--- src/rtl/sevenseg_scan_if.sv ---
// ---------------------------------------------------------------------------
// sevenseg_scan_if
//   Bundles the data/strobe inputs and the display outputs of the
//   seven-segment scanner so they can be passed as one port.
//
//   Signals
//     value [15:0]  nibble k (value[4k+3:4k]) is shown on digit k, k=0 rightmost
//     load          one-cycle strobe, captures value into the shadow register
//     an    [3:0]   digit enables, active-low (one low bit, or all high = blank)
//     seg   [6:0]   {g,f,e,d,c,b,a}, active-low
//     busy          high in the cycle whose closing edge advances the scan
//
//   Modports
//     master : the data source / observer (drives value, load)
//     slave  : the scanner itself (drives an, seg, busy)
// ---------------------------------------------------------------------------
interface sevenseg_if;
  logic [15:0] value;
  logic        load;
  logic [3:0]  an;
  logic [6:0]  seg;
  logic        busy;

  modport master (
    output value,
    output load,
    input  an,
    input  seg,
    input  busy
  );

  modport slave (
    input  value,
    input  load,
    output an,
    output seg,
    output busy
  );
endinterface

--- src/rtl/sevenseg_scan.sv ---
// ---------------------------------------------------------------------------
// sevenseg_scan
//   Time-multiplexed 4-digit common-anode seven-segment driver. A 16-bit
//   value is captured into a shadow register on a load strobe; the scanner
//   lights one digit per refresh slot of REFRESH_DIV clocks, hex-decoding the
//   matching shadow nibble. an/seg are registered and only change on a slot
//   boundary, so a load in mid-slot never disturbs the digit being shown.
//
//   Parameters
//     REFRESH_DIV  clk cycles per digit slot (>= 2)
//     DIV_W        slot counter width, 2**DIV_W >= REFRESH_DIV
//
//   Ports
//     clk    system clock
//     reset  synchronous, active-high; returns the scanner to its blank
//            start state (first lit digit is digit 0, REFRESH_DIV cycles
//            after release)
//     bus    sevenseg_if.slave : value/load in, an/seg/busy out
//
//   Build option
//     LEADING_ZERO_BLANK_EN : when defined, digits 3..1 are blanked during
//     their slot if that nibble and every nibble above it are zero. Digit 0
//     is always shown. Slot timing is the same either way.
// ---------------------------------------------------------------------------
module sevenseg_scan #(
  parameter int REFRESH_DIV = 100000,
  parameter int DIV_W       = 17
) (
  input  logic       clk,
  input  logic       reset,
  sevenseg_if.slave  bus
);

  logic [DIV_W-1:0] div_cnt_q, div_cnt_d;
  logic [1:0]       digit_idx_q, digit_idx_d;
  logic [15:0]      shadow_q, shadow_d;
  logic [3:0]       an_q, an_d;
  logic [6:0]       seg_q, seg_d;
  logic             tick;

  function automatic logic [6:0] hex_decode(input logic [3:0] nib);
    logic [6:0] s;
    case (nib)
      4'h0: s = 7'b1000000;
      4'h1: s = 7'b1111001;
      4'h2: s = 7'b0100100;
      4'h3: s = 7'b0110000;
      4'h4: s = 7'b0011001;
      4'h5: s = 7'b0010010;
      4'h6: s = 7'b0000010;
      4'h7: s = 7'b1111000;
      4'h8: s = 7'b0000000;
      4'h9: s = 7'b0010000;
      4'hA: s = 7'b0001000;
      4'hB: s = 7'b0000011;
      4'hC: s = 7'b1000110;
      4'hD: s = 7'b0100001;
      4'hE: s = 7'b0000110;
      default: s = 7'b0001110;
    endcase
    return s;
  endfunction

  function automatic logic [3:0] nibble_sel(input logic [15:0] v, input logic [1:0] k);
    logic [3:0] n;
    case (k)
      2'd0:    n = v[3:0];
      2'd1:    n = v[7:4];
      2'd2:    n = v[11:8];
      default: n = v[15:12];
    endcase
    return n;
  endfunction

  // True when digit k is a leading zero: it and all digits above it are 0.
  function automatic logic leading_zero(input logic [15:0] v, input logic [1:0] k);
    logic z;
    case (k)
      2'd1:    z = (v[15:4]  == 12'h000);
      2'd2:    z = (v[15:8]  == 8'h00);
      2'd3:    z = (v[15:12] == 4'h0);
      default: z = 1'b0;
    endcase
    return z;
  endfunction

  assign tick = (div_cnt_q == DIV_W'(REFRESH_DIV - 1));

  always_comb begin
    div_cnt_d   = tick ? '0 : div_cnt_q + DIV_W'(1);
    digit_idx_d = digit_idx_q;
    an_d        = an_q;
    seg_d       = seg_q;
    // A load coinciding with a tick still lands here, but the decode below
    // reads shadow_q, so that tick shows the old data.
    shadow_d    = bus.load ? bus.value : shadow_q;

    if (tick) begin
      // Index wraps 3 -> 0 naturally in 2 bits; outputs follow the new index.
      digit_idx_d = digit_idx_q + 2'd1;
      an_d        = ~(4'b0001 << digit_idx_d);
      seg_d       = hex_decode(nibble_sel(shadow_q, digit_idx_d));
`ifdef LEADING_ZERO_BLANK_EN
      if (leading_zero(shadow_q, digit_idx_d)) begin
        an_d  = 4'b1111;
        seg_d = 7'b1111111;
      end
`else
      if (leading_zero(shadow_q, digit_idx_d) && 1'b0) begin
        an_d  = 4'b1111;
        seg_d = 7'b1111111;
      end
`endif
    end
  end

  // Reset starts at index 3 so the first tick lands on digit 0.
  always_ff @(posedge clk) begin
    if (reset) begin
      div_cnt_q   <= '0;
      digit_idx_q <= 2'd3;
      shadow_q    <= 16'h0000;
      an_q        <= 4'b1111;
      seg_q       <= 7'b1111111;
    end else begin
      div_cnt_q   <= div_cnt_d;
      digit_idx_q <= digit_idx_d;
      shadow_q    <= shadow_d;
      an_q        <= an_d;
      seg_q       <= seg_d;
    end
  end

  assign bus.an   = an_q;
  assign bus.seg  = seg_q;
  assign bus.busy = tick;

endmodule

--- src/flat_wrapper.sv ---
// flat-port wrapper written by rule: the top's interface ports become plain ports
module sevenseg_scan_flat 
#(
  parameter int REFRESH_DIV = 100000,
  parameter int DIV_W       = 17
)
  (clk, reset, bus_value, bus_load, bus_an, bus_seg, bus_busy);
  sevenseg_if bus_i ();
  input  logic clk;
  input  logic reset;
  input wire logic [$bits(bus_i.value)-1:0] bus_value;
  input wire logic [$bits(bus_i.load)-1:0] bus_load;
  output wire logic [$bits(bus_i.an)-1:0] bus_an;
  output wire logic [$bits(bus_i.seg)-1:0] bus_seg;
  output wire logic [$bits(bus_i.busy)-1:0] bus_busy;
  assign bus_i.value = bus_value;
  assign bus_i.load = bus_load;
  assign bus_an = bus_i.an;
  assign bus_seg = bus_i.seg;
  assign bus_busy = bus_i.busy;
  sevenseg_scan #(.REFRESH_DIV(REFRESH_DIV), .DIV_W(DIV_W)) u_core (.clk(clk), .reset(reset), .bus(bus_i));
endmodule
--- config.mk ---
export PLATFORM = sky130hd
export DESIGN_NAME = sevenseg_scan_flat
export DESIGN_NICKNAME = d
export VERILOG_FILES = /design/src/rtl/sevenseg_scan_if.sv /design/src/rtl/sevenseg_scan.sv /design/src/flat_wrapper.sv
export SDC_FILE = /design/constraint.sdc
export NUM_CORES = 1
export LEC_CHECK = 0
export BUFFER_PORTS_ARGS = -buffer_cell sky130_fd_sc_hd__buf_2
export CAP_MARGIN = 20
export CORE_UTILIZATION = 40
export DETAILED_ROUTE_END_ITERATION = 16
export GPL_TIMING_DRIVEN = 0
export HOLD_SLACK_MARGIN = 0.12
export PLACE_DENSITY = 0.65
export SLEW_MARGIN = 20
export SYNTH_ARGS = -nofsm -noshare
export SYNTH_HDL_FRONTEND = slang
export SYNTH_SLANG_ARGS = --single-unit
export TNS_END_PERCENT = 50
--- constraint.sdc ---
create_clock -name clk -period 4.45 [get_ports clk]
set_input_delay 0.89 -clock clk [delete_from_list [all_inputs] [get_ports clk]]
set_output_delay 0.89 -clock clk [all_outputs]
set_load 0.05 [all_outputs]
# Yosys cells after proc, flatten, opt, wreduce, memory -nomap -nowiden
# Memories as Yosys holds them, arrays and structs flattened. A register that Yosys moved wholly into a read port is not among the register bits.
# Cells that the tools add are included.
# word_totals
regBits	39
latchBits	0
mem_bits_rw	0
romBits	112
in_bits	19
elab_cells	16
n_memories	1
# classes
addsub	2
n_mul	0
div_mod_pow	0
order_cmp	0
eq_ne	3
shifts	1
mux	2
n_bitwise	1
reduce_logical	2
# memory_table
name	depth	width	rd	rd_clocked_by_memory_dff	wr	line_no	source
(name not given)	16	7	1	1	0	sevenseg_scan.sv:43	case (nib)
# op_table
operator	n
adder 17 x 1 -> 17 bit (second input constant)	1
equality test 17 bit (second input constant)	1
one-hot mux 4 bit (3 select lines)	1
two-way mux 4 bit	1
inverter 4 bit	1
<< shifter 1 x 2 -> 4 bit (first input constant)	1
adder 2 x 1 -> 2 bit (second input constant)	1
equality test 2 x 1 -> 1 bit (second input constant)	1
equality test 2 bit (second input constant)	1
logical NOT 2 bit	1
OR reduction 2 bit	1

# Depth between registers and ports, before layout
# Gate-level depths: netlist (run 1).
# depth
ltp_word	4
depth_mapped	10

# Worst setup path after synthesis (run 1)
# No wires, ideal clock.
# synth_path
path_kind	register -> output
start	register u_core.div_cnt_q[0]
end	output port bus_busy
arrival_ns	1.709
required_ns	3.560
setup_slack_ns	1.851
stages_incl_launch_ff	5
n_path_buf	0
cell_sequence	dfxtp_1 -> ha_1 -> and4_1 -> nand2_1 -> nor4_4
# synth_via
elab_chain_len	1
# synth_rtl
item	line_no	source
start, declared	sevenseg_scan.sv:34	logic [DIV_W-1:0] div_cnt_q, div_cnt_d;
start signal, assigned	sevenseg_scan.sv:126	div_cnt_q <= div_cnt_d;
equality test 17 bit	sevenseg_scan.sv:87	assign tick = (div_cnt_q == DIV_W'(REFRESH_DIV - 1));
end, declared	flat_wrapper.sv:15	output wire logic [$bits(bus_i.busy)-1:0] bus_busy;
# Every way passes these cells.

# Final worst setup path (run 1)
# Ends and elaborated chain as after synthesis.

==> impl_metrics.json, run 1 <==
{
  "slew_headroom": 0.544,
  "avgRoutedWirePerCell_um": 12.6,
  "place.gp.congestion": 0.782,
  "clk_pin_slew_ps": 80,
  "synth_edf_count": 0,
  "grt_pass1_vias": 1632,
  "core_area_um2": 5200,
  "drt_iter0_markers": 134,
  "grt_pass1_wl_um": 7460,
  "die_x_um": 76.1,
  "mostFrequentLayoutCell": "dfxtp_1",
  "num_antenna_cells": 0,
  "synth_area_um2": 2190,
  "ys_warn_count": 0,
  "drc_errors": 0,
  "clk_path_buf_depth": 2,
  "die_area_um2": 5780,
  "cp-start-kind": "flip-flop",
  "cts-hold-fix-buffers": 0,
  "final_cell_mix": "46 x dfxtp_1, 41 x nor2_1, 29 x buf_2, 23 x mux2i_1, 20 x nand2_1",
  "cp.required_ps": 3560,
  "tightestPinTransition_ps": 684,
  "wl_met3_um": 134,
  "cts_max_level": 2,
  "synth-main-ff-cell": "dfxtp_1",
  "multiInputGateArea_um2": 1170,
  "clock_skew_ps": 7.29,
  "period_minus_slack_ps": 3120,
  "wl_met1_um": 2060,
  "tns_ps": 0,
  "cts_tree": "done",
  "num_rows": 26,
  "worst_hold_slack_ps": 478,
  "max_cap_viol_count": 0,
  "via_per_inst": 4.97,
  "ys_types": 41,
  "regArea_um2": 921,
  "synthesis.instances": 234,
  "fillers": 513,
  "drv_slew": 0,
  "fin_crit_sh": 0.702,
  "leakagePower_nw": 1.06,
  "wl_um": 4310,
  "avgSynthCellArea_um2": 9.37,
  "cts-buffers-inserted": 5,
  "cp.arrival_ps": 2230,
  "yosys_register_bits": 46,
  "antenna_found_initial": 0,
  "rsz0062_at_grt": "false",
  "top_layer": "met4",
  "numPortBuffers": 29,
  "cts_sinks": 46,
  "synth_nets": 265,
  "grt_max_degree": 15,
  "hold_path.class": "flip-flop to flip-flop",
  "clk_latency_ps": 300,
  "die_y_um": 76.1,
  "antenna_left": 0,
  "setup_viol": 0,
  "drt_pass1_iterations": 4,
  "io_pins": 31,
  "route.met2.wl_um": 2060,
  "nNetsFinal": 301,
  "vias": 1694,
  "grt_overflow": 0,
  "root_buffer": "clkbuf_8",
  "synth_seq_area_share": 0.420,
  "syn_to_final_growth_pct": 15.6,
  "post-cts-setup-buffers": 0,
  "critPathKind": "flip-flop to primary output",
  "ir_drop_uv": 122,
  "finalHoldViolations": 0,
  "fmax_mhz": 320,
  "cp-end-kind": "primary output",
  "crit_fanout": 9,
  "hpwl_um": 3090,
  "grt_usage": 0.164,
  "status": "finished, final reports clean",
  "ys_async_sr_fraction": 0,
  "ctsResizeCount": 0,
  "powerDensity_nw_per_um2": 316,
  "drive_gt1_frac": 0.173,
  "start_util": 0.421
}
## sequential cells by signal, summed over array words and instances (netlist names)
register / cells
u_core.shadow_q: 16
u_core.bus.an: 4
u_core.bus.seg: 7
u_core.div_cnt_q: 17
u_core.digit_idx_q: 2
## kinds of logic (layout without fill, tap and decap cells)
kind of cell / after synthesis / after routing / synth area share
and+or+nand+nor: 91 / 91 / 0.207
buffers and inverters: 22 / 59 / 0.0462
xor gates and xnor gates: 16 / 16 / 0.0639
muxes: 25 / 25 / 0.115
AOI/OAI and AO/OA: 22 / 22 / 0.0793
adders and majority gates: 12 / 12 / 0.0685
DFF: 46 / 46 / 0.420
## critical path, stage by stage, from the launching register on
cell and delay [ps]:
dfxtp_1 380, ha_1 250, and4_1 260, nand2_1 100, nor4_4 570, buf_2 370
## routing by layer
layer	up-vias	global-route usage
met5	-	0
met1	778	0.196
li1	879	-
met3	6	0.0443
met2	31	0.281
met4	0	0.0577
## final cells by class
type	count	share of cell area
inverter	12	0.0178
multi-input combinational	166	0.462
buffer	10	0.0222
clock buffer	6	0.0286
clock inverter	2	0.0148
tap	70	0.0345
sequential	46	0.363
timing repair buffer	29	0.0572
## Yosys cell counts (2+ instances only)
cell type,n,share of area
dfxtp_1,46,0.42
nor2_1,41,0.070
mux2i_1,23,0.10
nand2_1,20,0.034
ha_1,12,0.068
inv_1,11,0.019
xnor2_1,8,0.032
xor2_1,8,0.032
clkbuf_1,7,0.012
nand3_1,7,0.016
o211ai_1,5,0.017
a222oi_1,4,0.018
and3_1,4,0.011
a21oi_1,3,0.0068
nand4_1,3,0.0086
a221o_1,2,0.0091
buf_6,2,0.010
mux2_2,2,0.010
nand3b_1,2,0.0068
nor3_1,2,0.0046
o21ai_1,2,0.0046
## power by group
part	internal, W	leakage, nW	switching [W]
combinational	0.0000285	0.635	0.0000347
clock	0.000168	0.0514	0.000142
sequential	0.000422	0.375	0.00000751
total	0.000618	1.06	0.000184
## through the flow
step                cell area, µm²  std cells  power (W)  setup slack (ps)   util
finish                        2540        341   0.000803              1330  0.487
CTS                           2540        341   0.000814              1300  0.487
detailed placement            2430        333   0.000502              1680  0.466
global placement              2430        333   0.000501              1630  0.466
global route                  2540        341   0.000843              1160  0.487
floorplan                     2190        234   0.000482              1850      -
## final timing paths
kind | startpoint | slack, ps | endpoint | depth (start not counted)
max | u_core.div_cnt_q[0]$_SDFF_PP0_ | 1330 | bus_busy | 5
min | u_core.div_cnt_q[0]$_SDFF_PP0_ | 480 | u_core.div_cnt_q[0]$_SDFF_PP0_ | 1
max reg2reg | u_core.digit_idx_q[0]$_SDFFE_PP1P_ | 1890 | u_core.bus.seg[1]$_SDFFE_PP1P_ | 8
min reg2reg | u_core.div_cnt_q[0]$_SDFF_PP0_ | 480 | u_core.div_cnt_q[0]$_SDFF_PP0_ | 1
(Power assumes the default switching activity.)
==> inputs of run 2 (changes only) <==
==> constraint.sdc (replaced) <==
create_clock -name clk -period 2.9 [get_ports clk]
set_input_delay 0.58 -clock clk [delete_from_list [all_inputs] [get_ports clk]]
set_output_delay 0.58 -clock clk [all_outputs]
set_load 0.05 [all_outputs]
==> impl_metrics.json, run 2 (synthesis results as in run 1) <==
{
  "grt_overflow": 0,
  "drt_iter0_markers": 125,
  "powerDensity_nw_per_um2": 482,
  "root_buffer": "clkbuf_8",
  "avgRoutedWirePerCell_um": 12.6,
  "multiInputGateArea_um2": 1170,
  "start_util": 0.421,
  "status": "finished, final reports clean",
  "largest_reg_flops": 17,
  "period_minus_slack_ps": 2600,
  "regArea_um2": 921,
  "slew_headroom": 0.543,
  "syn_to_final_growth_pct": 16.7,
  "leakagePower_nw": 1.08,
  "num_rows": 26,
  "via_per_inst": 4.96,
  "drt_pass1_iterations": 5,
  "clock_skew_ps": 8.00,
  "cp.required_ps": 2320,
  "cts-buffers-inserted": 5,
  "top_register": "u_core.div_cnt_q",
  "grt_pass1_wl_um": 7460,
  "die_x_um": 76.1,
  "final_cell_mix": "46 x dfxtp_1, 41 x nor2_1, 29 x buf_2, 23 x mux2i_1, 20 x nand2_1",
  "critPathKind": "flip-flop to primary output",
  "fin_crit_sh": 0.895,
  "clk_latency_ps": 300,
  "ir_drop_uv": 186,
  "rsz0062_at_grt": "false",
  "cts_sinks": 46,
  "die_area_um2": 5780,
  "dpl_cell_area_um2": 2430,
  "mostFrequentLayoutCell": "dfxtp_1",
  "antenna_found_initial": 0,
  "cp.arrival_ps": 2020,
  "fmax_mhz": 385,
  "vias": 1705,
  "ctsResizeCount": 0,
  "num_antenna_cells": 0,
  "wl_um": 4330,
  "max_cap_viol_count": 0,
  "fillers": 509,
  "numPortBuffers": 29,
  "grt_usage": 0.164,
  "cp-start-kind": "flip-flop",
  "drc_errors": 0,
  "die_y_um": 76.1,
  "clk_path_buf_depth": 2,
  "cts-hold-fix-buffers": 0,
  "tns_ps": 0,
  "cp-end-kind": "primary output",
  "place.gp.congestion": 0.782,
  "grt_max_degree": 15,
  "tightestPinTransition_ps": 686,
  "cts_max_level": 2,
  "clk_pin_slew_ps": 80,
  "io_pins": 31,
  "hpwl_um": 3090,
  "crit_fanout": 7,
  "antenna_left": 0,
  "finalHoldViolations": 0,
  "hold_path.class": "flip-flop to flip-flop",
  "post-cts-setup-buffers": 0,
  "grt_pass1_vias": 1632,
  "cts_tree": "done",
  "setup_viol": 0,
  "core_area_um2": 5200,
  "nNetsFinal": 304,
  "final_area_um2": 2560,
  "drv_slew": 0,
  "drive_gt1_frac": 0.182
}
[run 2: path summary, 6_finish.rpt]
check / slack, ps / cells after the start / startpoint / end
worst max-delay path: 300 / 6 / u_core.div_cnt_q[0]$_SDFF_PP0_ / bus_busy
worst min-delay path: 480 / 1 / u_core.div_cnt_q[0]$_SDFF_PP0_ / u_core.div_cnt_q[0]$_SDFF_PP0_
worst max register to register: 330 / 8 / u_core.digit_idx_q[0]$_SDFFE_PP1P_ / u_core.bus.seg[1]$_SDFFE_PP1P_
worst min register to register: 480 / 1 / u_core.div_cnt_q[0]$_SDFF_PP0_ / u_core.div_cnt_q[0]$_SDFF_PP0_
[run 2: worst max-delay path, cell delays in order (launching register included)]
cell	delay, ps
dfxtp_1	380
ha_1	250
and4_1	260
nand2_1	100
nor4_4	260
buf_4	200
buf_2	270
[run 2: metal layers]
layer | track usage | part of all wire
met3 | 0.0443 | 0.035
met1 | 0.196 | 0.47
met5 | 0 | 0
met2 | 0.281 | 0.48
met4 | 0.0577 | 0.012
[run 2: cell type report]
type                       instances  share of cell area
multi-input combinational        166               0.458
timing repair buffer              32              0.0655
tap                               70              0.0342
inverter                          12              0.0176
buffer                            10              0.0220
clock buffer                       6              0.0284
sequential                        46               0.360
clock inverter                     2              0.0147
[run 2: per-stage QoR]
stage	hold slack, ps	utilization	power, W	instances	worst slack (ps)
6_report	477	0.492	0.00123	344	304
5_1_grt	514	0.492	0.00129	344	153
3_3_place_gp	438	0.466	0.000768	333	391
3_5_place_dp	465	0.466	0.000771	333	358
2_1_floorplan	430	-	0.000739	234	611
4_1_cts	478	0.487	0.00125	341	59.4
[run 2: power breakdown]
group	internal (W)	switching [W]	total (W)
clock network	0.000257	0.000218	0.000476
logic	0.0000437	0.0000535	0.0000972
registers	0.000648	0.0000115	0.000659
total	0.000949	0.000283	0.00123
==> inputs of run 3 (changes only) <==
--- a/config.mk
+++ b/config.mk
@@ -5,7 +5,7 @@
 export SDC_FILE = /design/constraint.sdc
 export NUM_CORES = 1
 export LEC_CHECK = 0
-export BUFFER_PORTS_ARGS = -buffer_cell sky130_fd_sc_hd__buf_2
+export BUFFER_PORTS_ARGS = -buffer_cell sky130_fd_sc_hd__clkbuf_2
 export CAP_MARGIN = 20
 export CORE_UTILIZATION = 40
 export DETAILED_ROUTE_END_ITERATION = 16
==> impl_metrics.json, run 3 (synthesis results as in run 1) <==
{
  "p_seq_frac": 0.584,
  "status": "finished, final reports clean",
  "powerDensity_nw_per_um2": 447,
  "vias": 1726,
  "clk_pin_slew_ps": 70,
  "die_y_um": 76.1,
  "hpwl_um": 3050,
  "root_buffer": "clkbuf_8",
  "cts_tree": "done",
  "ir_drop_uv": 290,
  "clk_path_buf_depth": 2,
  "syn_to_final_growth_pct": 15.1,
  "fmax_mhz": 377,
  "tightestPinTransition_ps": 693,
  "avgRoutedWirePerCell_um": 12.6,
  "setup_viol": 0,
  "ctsResizeCount": 0,
  "top_register": "u_core.div_cnt_q",
  "cts_max_level": 2,
  "grt_usage": 0.159,
  "clkPwrFrac": 0.330,
  "leakagePower_nw": 1.08,
  "p_sw_w": 0.000270,
  "slew_headroom": 0.538,
  "rsz0062_at_grt": "false",
  "drv_slew": 0,
  "worst_hold_slack_ps": 476,
  "cts_sinks": 46,
  "cts-buffers-inserted": 5,
  "antenna_found_initial": 0,
  "drive_gt1_frac": 0.176,
  "start_util": 0.421,
  "die_area_um2": 5780,
  "pwr-share-comb": 0.086,
  "final_area_um2": 2520,
  "crit_fanout": 7,
  "antenna_left": 0,
  "num_rows": 26,
  "p_int_w": 0.000858,
  "via_per_inst": 5.03,
  "mostFrequentLayoutCell": "dfxtp_1",
  "nNetsFinal": 304,
  "num_antenna_cells": 0,
  "cp-end-kind": "primary output",
  "finalHoldViolations": 0,
  "cp-start-kind": "flip-flop",
  "grt_max_degree": 13,
  "drt_pass1_iterations": 4,
  "drt_iter0_markers": 130,
  "cp.arrival_ps": 2070,
  "grt_pass1_wl_um": 7320,
  "largest_reg_flops": 17,
  "grt_pass1_vias": 1606,
  "grt_overflow": 0,
  "fin_util": 0.485,
  "clock_skew_ps": 6.60,
  "max_cap_viol_count": 0,
  "wl_um": 4320,
  "p_sw_frac": 0.239,
  "place.gp.congestion": 0.784,
  "critPathKind": "flip-flop to primary output",
  "period_minus_slack_ps": 2650,
  "fin_crit_sh": 0.915,
  "final_cell_mix": "46 x dfxtp_1, 41 x nor2_1, 29 x clkbuf_2, 23 x mux2i_1, 20 x nand2_1",
  "cp.required_ps": 2320,
  "drc_errors": 0,
  "core_area_um2": 5200,
  "rrSetupSlack_ps": 300,
  "clk_latency_ps": 300,
  "tns_ps": 0,
  "numPortBuffers": 29,
  "die_x_um": 76.1,
  "io_pins": 31,
  "dpl_cell_area_um2": 2430,
  "hold_path.class": "flip-flop to flip-flop"
}
[run 3: changes by cell type in the layout (fill, tap and decap cells not counted)]
cell	delta
buf_2	-29
clkbuf_2	+29
bufinv_16	-1
clkbuf_1	+1
clkinvlp_4	-1
[run 3: layout make-up]
class / instances / area (µm²)
Clock buffer: 7 / 76.3
Inverter: 12 / 45.0
Tap cell: 70 / 87.6
Sequential cell: 46 / 921
Fill cell: 525 / 2680
Buffer: 10 / 56.3
Timing Repair Buffer: 32 / 168
Multi-Input combinational cell: 166 / 1170
[run 3: per-stage QoR]
step	power, W	std cells	setup slack [ps]
after floorplan	0.000739	234	611
after global placement	0.000769	333	373
after detailed placement	0.000770	333	371
after CTS	0.00114	340	33.6
after global routing	0.00118	343	155
final	0.00113	343	247
[run 3: path summary, 6_finish.rpt]
check                                          start                        endpoint  cells past startpoint
hold reg to reg       u_core.div_cnt_q[0]$_SDFF_PP0_  u_core.div_cnt_q[0]$_SDFF_PP0_                      1
setup / recovery      u_core.div_cnt_q[0]$_SDFF_PP0_                        bus_busy                      6
setup reg to reg  u_core.digit_idx_q[0]$_SDFFE_PP1P_  u_core.bus.seg[1]$_SDFFE_PP1P_                      8
hold / removal        u_core.div_cnt_q[0]$_SDFF_PP0_  u_core.div_cnt_q[0]$_SDFF_PP0_                      1
[run 3: layer usage]
metal	share of wire	GRT usage	vias to the layer above
li1	-	-	882
met1	0.47	0.200	797
met2	0.48	0.263	40
met3	0.038	0.0371	7
met4	0.015	0.0635	0
met5	0	0	-
[run 3: timing repair]
item | in CTS | in global routing
endpoints found under the setup margin | 0 | 1
setup buffers | 0 | 3
hold buffers | 0 | 0
[run 3: power by group through the flow]
stage          sequential (W)  clock, W  combinational [W]
6_report             0.000659  0.000372          0.0000972
5_1_grt              0.000661  0.000408           0.000109
4_1_cts              0.000659  0.000385          0.0000979
3_5_place_dp         0.000673         0          0.0000962
3_3_place_gp         0.000673         0          0.0000954
2_1_floorplan        0.000670         0          0.0000688
[run 3: worst max-delay path, stage by stage (launching register included)]
cell and delay, ps:
dfxtp_1 390, ha_1 250, and4_1 270, nand2_1 110, nor4_4 270, buf_4 210
clkbuf_2 290
